`config.mk`:
```
export PLATFORM = sky130hd
export DESIGN_NAME = op_fetch_decode
export DESIGN_NICKNAME = d
export VERILOG_FILES = /design/src/rtl/op_fetch_decode.sv
export SDC_FILE = /design/constraint.sdc
export NUM_CORES = 1
export LEC_CHECK = 0
export ABC_CLOCK_PERIOD_IN_PS = 2200
export CORE_MARGIN = 3
export CORE_UTILIZATION = 40
export CTS_CLUSTER_DIAMETER = 50
export DETAILED_ROUTE_END_ITERATION = 10
export PLACE_DENSITY = 0.74
export SYNTH_ARGS = -nofsm -noshare
export SYNTH_HDL_FRONTEND = slang
export SYNTH_SLANG_ARGS = --single-unit
```
`constraint.sdc`:
```
create_clock -name clk -period 2.2 [get_ports clk]
set_input_delay 0.22 -clock clk [delete_from_list [all_inputs] [get_ports clk]]
set_output_delay 0.22 -clock clk [all_outputs]
set_load 0.01 [all_outputs]
```
`src/rtl/op_fetch_decode.sv`:
```
// op_fetch_decode: walks the opcode memory from entry 0 on start, captures
// each returned op word, decodes it and issues arithmetic commands to the
// matrix execution unit. A run ends on STOP, an illegal opcode, or once the
// programmed op count has been consumed.
//
// Command handshake: cmd_valid is raised only in ISSUE and, once raised, stays
// high with cmd_opcode/cmd_dst/cmd_srcA/cmd_srcB constant until a rising edge
// where cmd_ready is 1; that edge is the acceptance and cmd_valid drops in the
// following cycle. cmd_ready has no combinational effect on any output.
module op_fetch_decode #(
    parameter int OP_W  = 16,
    parameter int DEPTH = 8,
    parameter int AW    = 3
) (
    input  logic            clk,
    input  logic            reset,
    input  logic            start,
    input  logic [3:0]      opCount,
    output logic [AW-1:0]   rCount,
    output logic            opRead,
    input  logic [OP_W-1:0] opBus,
    output logic            cmd_valid,
    input  logic            cmd_ready,
    output logic [3:0]      cmd_opcode,
    output logic [3:0]      cmd_dst,
    output logic [3:0]      cmd_srcA,
    output logic [3:0]      cmd_srcB,
    output logic            busy,
    output logic            done,
    output logic            illegal
);

    typedef enum logic [2:0] {
        S_IDLE   = 3'd0,
        S_FETCH  = 3'd1,
        S_LATCH  = 3'd2,
        S_ISSUE  = 3'd3,
        S_FINISH = 3'd4
    } state_t;

    localparam logic [3:0] OPC_NOP   = 4'h0;
    localparam logic [3:0] OPC_ADD   = 4'h1;
    localparam logic [3:0] OPC_SUB   = 4'h2;
    localparam logic [3:0] OPC_SCALE = 4'h3;
    localparam logic [3:0] OPC_MMUL  = 4'h4;
    localparam logic [3:0] OPC_TRANS = 4'h5;
    localparam logic [3:0] OPC_STOP  = 4'hF;

    localparam logic [3:0] MAX_OPS = 4'(DEPTH);

    state_t          state_q, state_d;
    logic [3:0]      remaining_q, remaining_d;
    logic [AW-1:0]   idx_q, idx_d;
    logic [AW-1:0]   rcount_q, rcount_d;
    logic [3:0]      opcode_q, opcode_d;
    logic [3:0]      dst_q, dst_d;
    logic [3:0]      srca_q, srca_d;
    logic [3:0]      srcb_q, srcb_d;
    logic            illegal_q, illegal_d;

    logic [3:0]      count_clamped;
    logic [3:0]      bus_opcode;

    // Requested op counts beyond the memory depth are limited to a full sweep.
    always_comb begin
        count_clamped = (opCount > MAX_OPS) ? MAX_OPS : opCount;
    end

    assign bus_opcode = opBus[15:12];

    // Next-state, counters, field capture and sticky illegal flag.
    always_comb begin
        state_d     = state_q;
        remaining_d = remaining_q;
        idx_d       = idx_q;
        opcode_d    = opcode_q;
        dst_d       = dst_q;
        srca_d      = srca_q;
        srcb_d      = srcb_q;
        illegal_d   = illegal_q;

        case (state_q)
            S_IDLE: begin
                if (start) begin
                    remaining_d = count_clamped;
                    idx_d       = '0;
                    illegal_d   = 1'b0;
                    state_d     = (count_clamped == 4'd0) ? S_FINISH : S_FETCH;
                end
            end

            S_FETCH: begin
                state_d = S_LATCH;
            end

            S_LATCH: begin
                // The memory presents the word one cycle after the strobe.
                opcode_d = opBus[15:12];
                dst_d    = opBus[11:8];
                srca_d   = opBus[7:4];
                srcb_d   = opBus[3:0];
                case (bus_opcode)
                    OPC_NOP: begin
                        remaining_d = remaining_q - 4'd1;
                        idx_d       = idx_q + 1'b1;
                        state_d     = (remaining_q == 4'd1) ? S_FINISH : S_FETCH;
                    end
                    OPC_ADD, OPC_SUB, OPC_SCALE, OPC_MMUL, OPC_TRANS: begin
                        state_d = S_ISSUE;
                    end
                    OPC_STOP: begin
                        state_d = S_FINISH;
                    end
                    default: begin
                        illegal_d = 1'b1;
                        state_d   = S_FINISH;
                    end
                endcase
            end

            S_ISSUE: begin
                if (cmd_ready) begin
                    remaining_d = remaining_q - 4'd1;
                    idx_d       = idx_q + 1'b1;
                    state_d     = (remaining_q == 4'd1) ? S_FINISH : S_FETCH;
                end
            end

            S_FINISH: begin
                state_d = S_IDLE;
            end

            default: begin
                state_d = S_IDLE;
            end
        endcase
    end

    // The read address is loaded on entry to FETCH and held otherwise.
    always_comb begin
        rcount_d = rcount_q;
        if (state_d == S_FETCH) begin
            rcount_d = idx_d;
        end
    end

    // State and datapath registers with synchronous reset.
    always_ff @(posedge clk) begin
        if (reset) begin
            state_q     <= S_IDLE;
            remaining_q <= '0;
            idx_q       <= '0;
            rcount_q    <= '0;
            opcode_q    <= '0;
            dst_q       <= '0;
            srca_q      <= '0;
            srcb_q      <= '0;
            illegal_q   <= 1'b0;
        end else begin
            state_q     <= state_d;
            remaining_q <= remaining_d;
            idx_q       <= idx_d;
            rcount_q    <= rcount_d;
            opcode_q    <= opcode_d;
            dst_q       <= dst_d;
            srca_q      <= srca_d;
            srcb_q      <= srcb_d;
            illegal_q   <= illegal_d;
        end
    end

    assign rCount     = rcount_q;
    assign opRead     = (state_q == S_FETCH);
    assign cmd_valid  = (state_q == S_ISSUE);
    assign cmd_opcode = opcode_q;
    assign cmd_dst    = dst_q;
    assign cmd_srcA   = srca_q;
    assign cmd_srcB   = srcb_q;
    assign busy       = (state_q != S_IDLE);
    assign done       = (state_q == S_FINISH);
    assign illegal    = illegal_q;

endmodule
```
-- After elaboration in Yosys (flattened, before gate mapping)
Index checks and enable logic that the tools add are counted.
- add/sub/neg operators: 2
- magnitude comparators: 1
- eq/ne operators: 16
- mux-type cells: 18
- reductions and logical operators: 10
- operators by type and width (kind ; count):
    3-bit 2-to-1 mux ; 7
    4-bit 2-to-1 mux ; 4
    3-bit one-hot mux with 4 select lines ; 1
    4-bit one-hot mux with 3 select lines ; 1
    3-bit one-hot mux with 3 select lines ; 1
    4-bit by 1-bit == test with 1-bit output, second input constant ; 2
    4-bit by 2-bit == test with 1-bit output, second input constant ; 2
    4-bit by 3-bit == test with 1-bit output, second input constant ; 2
    4-bit zero test ; 2
    7-bit OR reduction ; 1
    3-bit by 1-bit == test with 1-bit output, second input constant ; 2
    3-bit by 2-bit == test with 1-bit output, second input constant ; 2
    2-bit != test, second input constant ; 3
    3-bit one-hot mux with 2 select lines ; 1
    3-bit nonzero test ; 2
    5-bit OR reduction ; 1
    4-bit == test, second input constant ; 1
    4-bit > comparator, second input constant ; 1
    4-bit AND reduction ; 1
    4-bit by 1-bit subtractor with 4-bit output, second input constant ; 1
    3-bit by 1-bit adder with 3-bit output, second input constant ; 1
    3-bit == test, second input constant ; 1
    3-bit zero test ; 1
    3-bit AND reduction ; 1
    4 further kinds ; 5
- register bits after elaboration: 30

-- Longest topological paths before layout
Gate-level depths: netlist of the first run.
- depth after elaboration: 7
- depth in mapped cells: 6

-- Least setup slack after synthesis of the first run
Ideal clock, no wire load.
- path kind: reg2reg
- from: register remaining_q[0]
- to: register rcount_q[2] (netlist: rCount[2])
- arrival: 1.566 ns
- path slack: 0.505 ns
- stages on the path, launching flop included: 6
- path buffers: 0
- clock period less this slack: 1.695 ns
- cells stage by stage: dfxtp_1 > ha_1 > or3b_2 > o211ai_1 > a221o_1 > o211ai_1
- word-level cells in the longest chain between the ends: 5
- elaborated cells on any way between the ends: 6
- those cells by class: 2 x eq/ne; 4 x mux
- ends and longest elaborated chain (item ; RTL line ; RTL):
    from (decl) ; 52 ; logic [3:0] remaining_q, remaining_d;
    from (signal assigned) ; 161 ; remaining_q <= remaining_d;
    4-bit by 1-bit == test with 1-bit output (*) ; 106, 125 ;
    3-bit 2-to-1 mux (*) ; 106, 125 ;
    3-bit one-hot mux with 2 select lines or 3-bit 2-to-1 mux (tied branches) ; 102, 122 ;
    3-bit one-hot mux with 4 select lines (*) ; 82 ; case (state_q)
    3-bit by 1-bit == test with 1-bit output (*) ; 142 ; if (state_d == S_FETCH) begin
    to (signal assigned) ; 163 ; rcount_q <= rcount_d;
    to (decl) ; 54 ; logic [AW-1:0] rcount_q, rcount_d;
Mark *: on every way between the ends. The rest lies on a longest branch, timed or not.
A chain may end at the register's enable or synchronous reset.

-- Worst setup path after layout of the first run
- from: register state_q[0]
- to: output busy
- word-level cells in the longest chain between the ends: 1
- ends and longest elaborated chain (item ; RTL line ; RTL):
    from (decl) ; 51 ; state_t state_q, state_d;
    from (signal assigned) ; 160 ; state_q <= state_d;
    3-bit nonzero test ; 179 ; assign busy = (state_q != S_IDLE);
    to (decl) ; 28 ; output logic busy,
No other way between the ends.

==> flow_summary_export.csv, run 1 <==
group,metric,value,unit
global_route,grt_max_degree,20,
die,dieArea,0.00437,mm2
synthesis,synth_edf_count,0,
layout,final_common_cell,"clkdlybuf4s50_1",
route,vias,1431,
route,route.detailed.drc,0,
synthesis,yosysSeqAreaShare,0.416,
critical_path,r2r_slack,280,ps
layout,multi_input_area,793,um2
critical_path,critical-path-max-stage-delay,500,ps
timing,finalSetupTns,0,ps
cts,post_cts_resized,0,
timing,fin_crit_sh,0.949,
placement,gp_congestion,0.871,
timing,hold_viol,0,
power,p_switching,0.333,mW
route,drt_iter0_markers,73,
synthesis,synth_cell_type_count,40,
critical_path,required,1980,ps
critical_path,cp-start-kind,"flop",
power,clkPwrFrac,0.268,
power,p_int,0.861,mW
die,die_width,66.1,um
cts,root_buffer,"clkbuf_4",
timing,setup_viol,0,
synthesis,syn_nets,208,
placement,placed_cells,273,
cts,postCtsSetupBuffers,0,
layout,register_area,601,um2
layout,most-common-layout-cells,"clkdlybuf4s50_1, nand2_1, dfxtp_1, a21oi_1, nor2_1",
cts,htreeDepth,2,
cts,clkSinkCount,30,
route,wl_met2,1570,um
critical_path,endpoint_kind,"output pin",
cts,worstSkewPairLatency,330,ps
die,initial_core_util,0.423,
layout,nets,261,
synthesis,syn_area_per_cell,7.98,um2
die,ios,48,
cts,clk_pin_slew,90,ps
power,power_frac_comb,0.233,
critical_path,crit_arrival,1870,ps
timing,skew,3.81,ps
power,design_power_total,1.19,mW
route,ant_nets,0,
power,pwr-share-seq,0.499,
critical_path,worst_r2r_path_depth,5,
critical_path,crit_fanout,11,
die,die_h,66.1,um
placement,port_buffers,47,
synthesis,ys_ff_latch,30,
layout,syn_to_final_growth,41.9,%
synthesis,ys_warn_count,0,
power,powerDensity,583,mW/mm2
synthesis,syn-cell-area,0.00144,mm2
global_route,antenna_found_initial,0,
power,switching_share,0.279,
route,drt-total-wl,3530,um
timing,relSlewSlack,0.669,
layout,diodes,0,
global_route,grt_pass1_wl,5810,um
cts,ctsHoldBuffers,0,
outcome,status,"complete, no violations",
global_route,overflow,0,
timing,tightest_slew,495,ps
hold_path,hold_depth,3,
route,dr.pass1.iters,4,
power,peakVddDrop,0.352,mV
critical_path,slowest_stage,"clkdlybuf4s50_1",
hold_path,hold_path.class,"in2reg",
route,top_layer,"met4",
placement,dp_hpwl,2590,um
timing,rsz0062_at_grt,"no",
hold_path,holdPathEnd,"cmd_dst[0]",
timing,fmax,479,MHz
synthesis,synth_ff_type,"dfxtp_1",
die,core,0.00342,mm2
timing,finalMaxSlewViolations,0,
timing,hold_slack,426,ps
critical_path,r2r-start,"remaining_q[0]",
route,via_per_inst,5.13,
cts,cts_buffers,5,
route,dr_wl_met3,129,um
critical_path,r2r-end,"rCount[2]",
synthesis,syn-instance-count,181,
job,max_cap_viol_count,0,
synthesis,synthArstFlopShare,0,
route,wl_per_cell,12.6,um
global_route,grt_pass1_vias,1321,
global_route,grtUsageTotal,0.175,
cts,cts_tree,"done",
critical_path,crit_chain,"buf_4 -> or3_1 -> clkdlybuf4s50_1",
layout,fillCellCount,328,
power,p_leak,0.710,nW
hold_path,hold_path.startpoint,"opBus[8]",
die,rows,21,
layout,drive_above_1_share,0.0858,
cts,clock_path_buffers,2,
layout,layout.cells.non_filler,279,
timing,layout_min_cycle_time,2090,ps
critical_path,critical_path_class,"reg2out",
route,drt-met1-wl,1730,um
-- area by class of cell --
type	instances	area share
inverter	4	0.00733
sequential	30	0.293
tap	46	0.0281
multi-input combinational	138	0.387
clock buffer	6	0.0250
timing repair buffer	55	0.259
-- through the flow --
step | instance area, um2 | worst slack (ps) | util
after floorplan | 1440 | 505 | -
after global placement | 2000 | 147 | 0.585
after detailed placement | 2000 | 128 | 0.585
after CTS | 2050 | 117 | 0.600
after global routing | 2050 | 35.6 | 0.600
final | 2050 | 112 | 0.600
-- cell usage after synthesis, drive strengths merged (2+ instances only) --
| library cell | n | area [um2] |
|---|---|---|
| nand2b | 3 | 18.8 |
| or3b | 3 | 26.3 |
| nor3b | 6 | 50.1 |
| o21ai | 7 | 35.0 |
| nor2b | 6 | 37.5 |
| ha | 3 | 37.5 |
| nor3 | 3 | 15.0 |
| nor2 | 10 | 37.5 |
| clkbuf | 8 | 30.0 |
| nand2 | 38 | 143 |
| inv | 4 | 15.0 |
| nand3 | 7 | 35.0 |
| o211ai | 5 | 37.5 |
| a21oi | 23 | 115 |
| or3 | 2 | 12.5 |
| dfxtp | 30 | 601 |
-- registers in the layout (all words and copies together) (netlist names) --
| register | count |
|---|---|
| cmd_srcA | 4 |
| illegal | 1 |
| cmd_dst | 4 |
| state_q | 3 |
| cmd_srcB | 4 |
| cmd_opcode | 4 |
| rCount | 3 |
| remaining_q | 4 |
| idx_q | 3 |
-- worst max-delay path by stage --
stage               slack (ps)   endpoint      startpoint  depth (start not counted)
floorplan                  510  rCount[2]  remaining_q[0]                          5
global placement           150  rCount[0]       opBus[12]                          5
detailed placement         130  rCount[2]       opBus[12]                          5
CTS                        120       busy      state_q[0]                          3
global route                40       busy      state_q[0]                          3
finish                     110       busy      state_q[0]                          3
-- per-layer routing --
metal | GRT usage | vias to the layer above
li1 | - | 752
met1 | 0.227 | 645
met2 | 0.259 | 26
met3 | 0.0425 | 8
met4 | 0.107 | 0
met5 | 0 | -
-- logic make-up after synthesis --
logic type,after synthesis,share of synthesized area
flip-flops,30,0.416
AND/OR/NAND/NOR,84,0.296
AO/OA/AOI/OAI,50,0.220
multiplexers,1,0.00693
adder cells (fa/ha/maj),3,0.0260
buffers and inverters,13,0.0347
-- critical path, delay by kind of cell, from the launching register on --
| kind | cells | cell delay (ps) |
|---|---|---|
| and+or+nand+nor | 1 | 430 |
| buffers and inverters | 2 | 690 |
| DFF | 1 | 410 |
-- power groups by stage --
stage,logic [mW],clock network (mW),registers (mW)
2_1_floorplan,0.143,0,0.606
3_3_place_gp,0.277,0,0.608
3_5_place_dp,0.277,0,0.608
4_1_cts,0.279,0.335,0.595
5_1_grt,0.307,0.358,0.601
6_report,0.278,0.320,0.596
No activity file was read; power rests on OpenSTA's default activity.
==> run 2: changes to the inputs <==
--- a/config.mk
+++ b/config.mk
@@ -5,12 +5,14 @@
 export SDC_FILE = /design/constraint.sdc
 export NUM_CORES = 1
 export LEC_CHECK = 0
+export ABC_AREA = 1
 export ABC_CLOCK_PERIOD_IN_PS = 2200
 export CORE_MARGIN = 3
 export CORE_UTILIZATION = 40
 export CTS_CLUSTER_DIAMETER = 50
 export DETAILED_ROUTE_END_ITERATION = 10
 export PLACE_DENSITY = 0.74
+export SLEW_MARGIN = 20
 export SYNTH_ARGS = -nofsm -noshare
 export SYNTH_HDL_FRONTEND = slang
 export SYNTH_SLANG_ARGS = --single-unit
==> run 2 against run 1 <==
- register-to-register slack improved by 270 ps
- total power increased by 25%
- first-iteration DRC count decreased by 32%
- combinational power increased by 25%
- clock skew decreased by 1.5 ps
- critical endpoint is now opRead
- largest cell class unchanged
- highest routed layer unchanged
==> flow_summary_export.csv, run 2 <==
group,metric,value,unit
die,ios,48,
job,max_cap_viol_count,0,
synthesis,syn-cell-area,0.00147,mm2
synthesis,synth_ff_type,"dfxtp_1",
cts,post_cts_resized,0,
timing,rsz0062_at_grt,"no",
hold_path,hold_path.class,"reg2reg",
timing,fin_crit_sh,0.847,
critical_path,endpoint_kind,"output pin",
timing,hold_slack,482,ps
critical_path,endpoint,"opRead",
cts,cts_tree,"done",
global_route,met1_usage,0.213,
power,design_power_total,1.49,mW
timing,setup_viol,0,
cts,worstSkewPairLatency,280,ps
synthesis,yosysTopAreaCell,"dfxtp_1",
critical_path,r2r-start,"state_q[1]",
route,drt_iter0_markers,50,
global_route,grt.met2_usage,0.255,
die,die_h,66.7,um
die,die_width,66.7,um
placement,gp_congestion,0.850,
global_route,grt_pass1_vias,1379,
cts,root_buffer,"clkbuf_8",
route,ant_nets,0,
synthesis,netlist.area_leader.share,0.407,
timing,finalSetupTns,0,ps
synthesis,ys_ff_latch,30,
timing,relSlewSlack,0.682,
die,core,0.00344,mm2
critical_path,crit_arrival,1640,ps
critical_path,required,1980,ps
cts,clk_pin_slew,60,ps
die,rows,21,
route,dr.pass1.iters,4,
synthesis,synth_most_common_cell,"nor2_1",
timing,layout_min_cycle_time,1860,ps
synthesis,ys_warn_count,0,
route,route.detailed.drc,0,
global_route,grtUsageTotal,0.172,
critical_path,r2r-end,"illegal",
cts,postCtsSetupBuffers,0,
global_route,gr-max-usage-layer,"met2",
critical_path,r2r_slack,550,ps
synthesis,yosys-top-cells-area,"dfxtp_1, nor2_1, nand2_1, o21ai_0, inv_1",
critical_path,worst_r2r_path_depth,7,
timing,finalMaxSlewViolations,0,
route,via_per_inst,4.82,
placement,port_buffers,47,
cts,clock_path_buffers,2,
synthesis,syn_nets,243,
power,powerDensity,708,mW/mm2
layout,diodes,0,
global_route,overflow,0,
synthesis,synth_cell_type_count,28,
synthesis,synthArstFlopShare,0,
synthesis,syn-instance-count,216,
cts,htreeDepth,2,
route,vias,1519,
critical_path,cp-start-kind,"flop",
critical_path,cp-startpoint,"state_q[0]",
power,peakVddDrop,0.421,mV
layout,final_common_cell,"nor2_1",
synthesis,synth_edf_count,0,
die,initial_core_util,0.428,
power,p_leak,0.946,nW
critical_path,critical_path_class,"reg2out",
synthesis,yosysSeqAreaShare,0.407,
critical_path,crit_fanout,4,
layout,drive_above_1_share,0.0818,
timing,skew,2.31,ps
global_route,grt_util_met3,0.0708,
layout,most-common-layout-cells,"nor2_1, clkdlybuf4s50_1, nand2_1, dfxtp_1, inv_1",
die,dieArea,0.00445,mm2
timing,fmax,537,MHz
cts,clkSinkCount,30,
synthesis,syn_area_per_cell,6.82,um2
synthesis,synthTopCellsByCount,"nor2_1, nand2_1, dfxtp_1",
layout,nets,295,
timing,hold_viol,0,
cts,ctsHoldBuffers,0,
global_route,grt_pass1_wl,5770,um
timing,tightest_slew,476,ps
global_route,grt_max_degree,17,
layout,syn_to_final_growth,43.0,%
outcome,status,"complete, no violations",
placement,dp_hpwl,2620,um
route,drt-total-wl,3520,um
route,wl_per_cell,11.2,um
cts,cts_buffers,5,
global_route,antenna_found_initial,0,
[run 2: cell type report]
| type | count | area, um2 |
|---|---|---|
| Fill cell | 321 | 1330 |
| Multi-Input combinational cell | 156 | 753 |
| Sequential cell | 30 | 601 |
| Timing Repair Buffer | 50 | 493 |
| Clock buffer | 8 | 110 |
| Inverter | 25 | 93.8 |
| Tap cell | 46 | 57.6 |
[run 2: through the flow]
stage / worst slack (ps) / util / cell area, um2 / std cells
floorplan: 868 / - / 1470 / 216
global placement: 488 / 0.581 / 2000 / 307
detailed placement: 461 / 0.581 / 2000 / 307
CTS: 314 / 0.613 / 2110 / 315
global route: 219 / 0.613 / 2110 / 315
finish: 336 / 0.613 / 2110 / 315
[run 2: how the worst min path moves through the flow]
stage,startpoint,end,slack [ps],cells after the start
2_1_floorplan,reset,illegal,290,1
3_3_place_gp,illegal,illegal,480,2
3_5_place_dp,illegal,illegal,480,2
4_1_cts,illegal,illegal,490,2
5_1_grt,opBus[6],cmd_srcA[2],530,3
6_report,illegal,illegal,480,2
[run 2: cells by family after synthesis]
family          share of synthesized area
compound gates                      0.121
xor+xnor                           0.0178
fa+ha+maj                          0.0255
buf+inv                            0.0815
flops                               0.407
simple gates                        0.346
[run 2: metal layers]
layer / wire, um / part of all wire
met3: 374 / 0.11
met2: 1520 / 0.43
met5: 0 / 0
met1: 1570 / 0.45
met4: 60 / 0.017
[run 2: where the power goes]
part	total, mW	internal (mW)	switching, mW
clock	0.519	0.316	0.204
sequential	0.627	0.592	0.0349
combinational	0.347	0.172	0.175
total	1.49	1.08	0.413
[run 2: worst max-delay path, stage by stage (launching register included)]
cell,delay [ps]
dfxtp_1,420
inv_1,110
nor3_1,240
clkdlybuf4s50_1,590
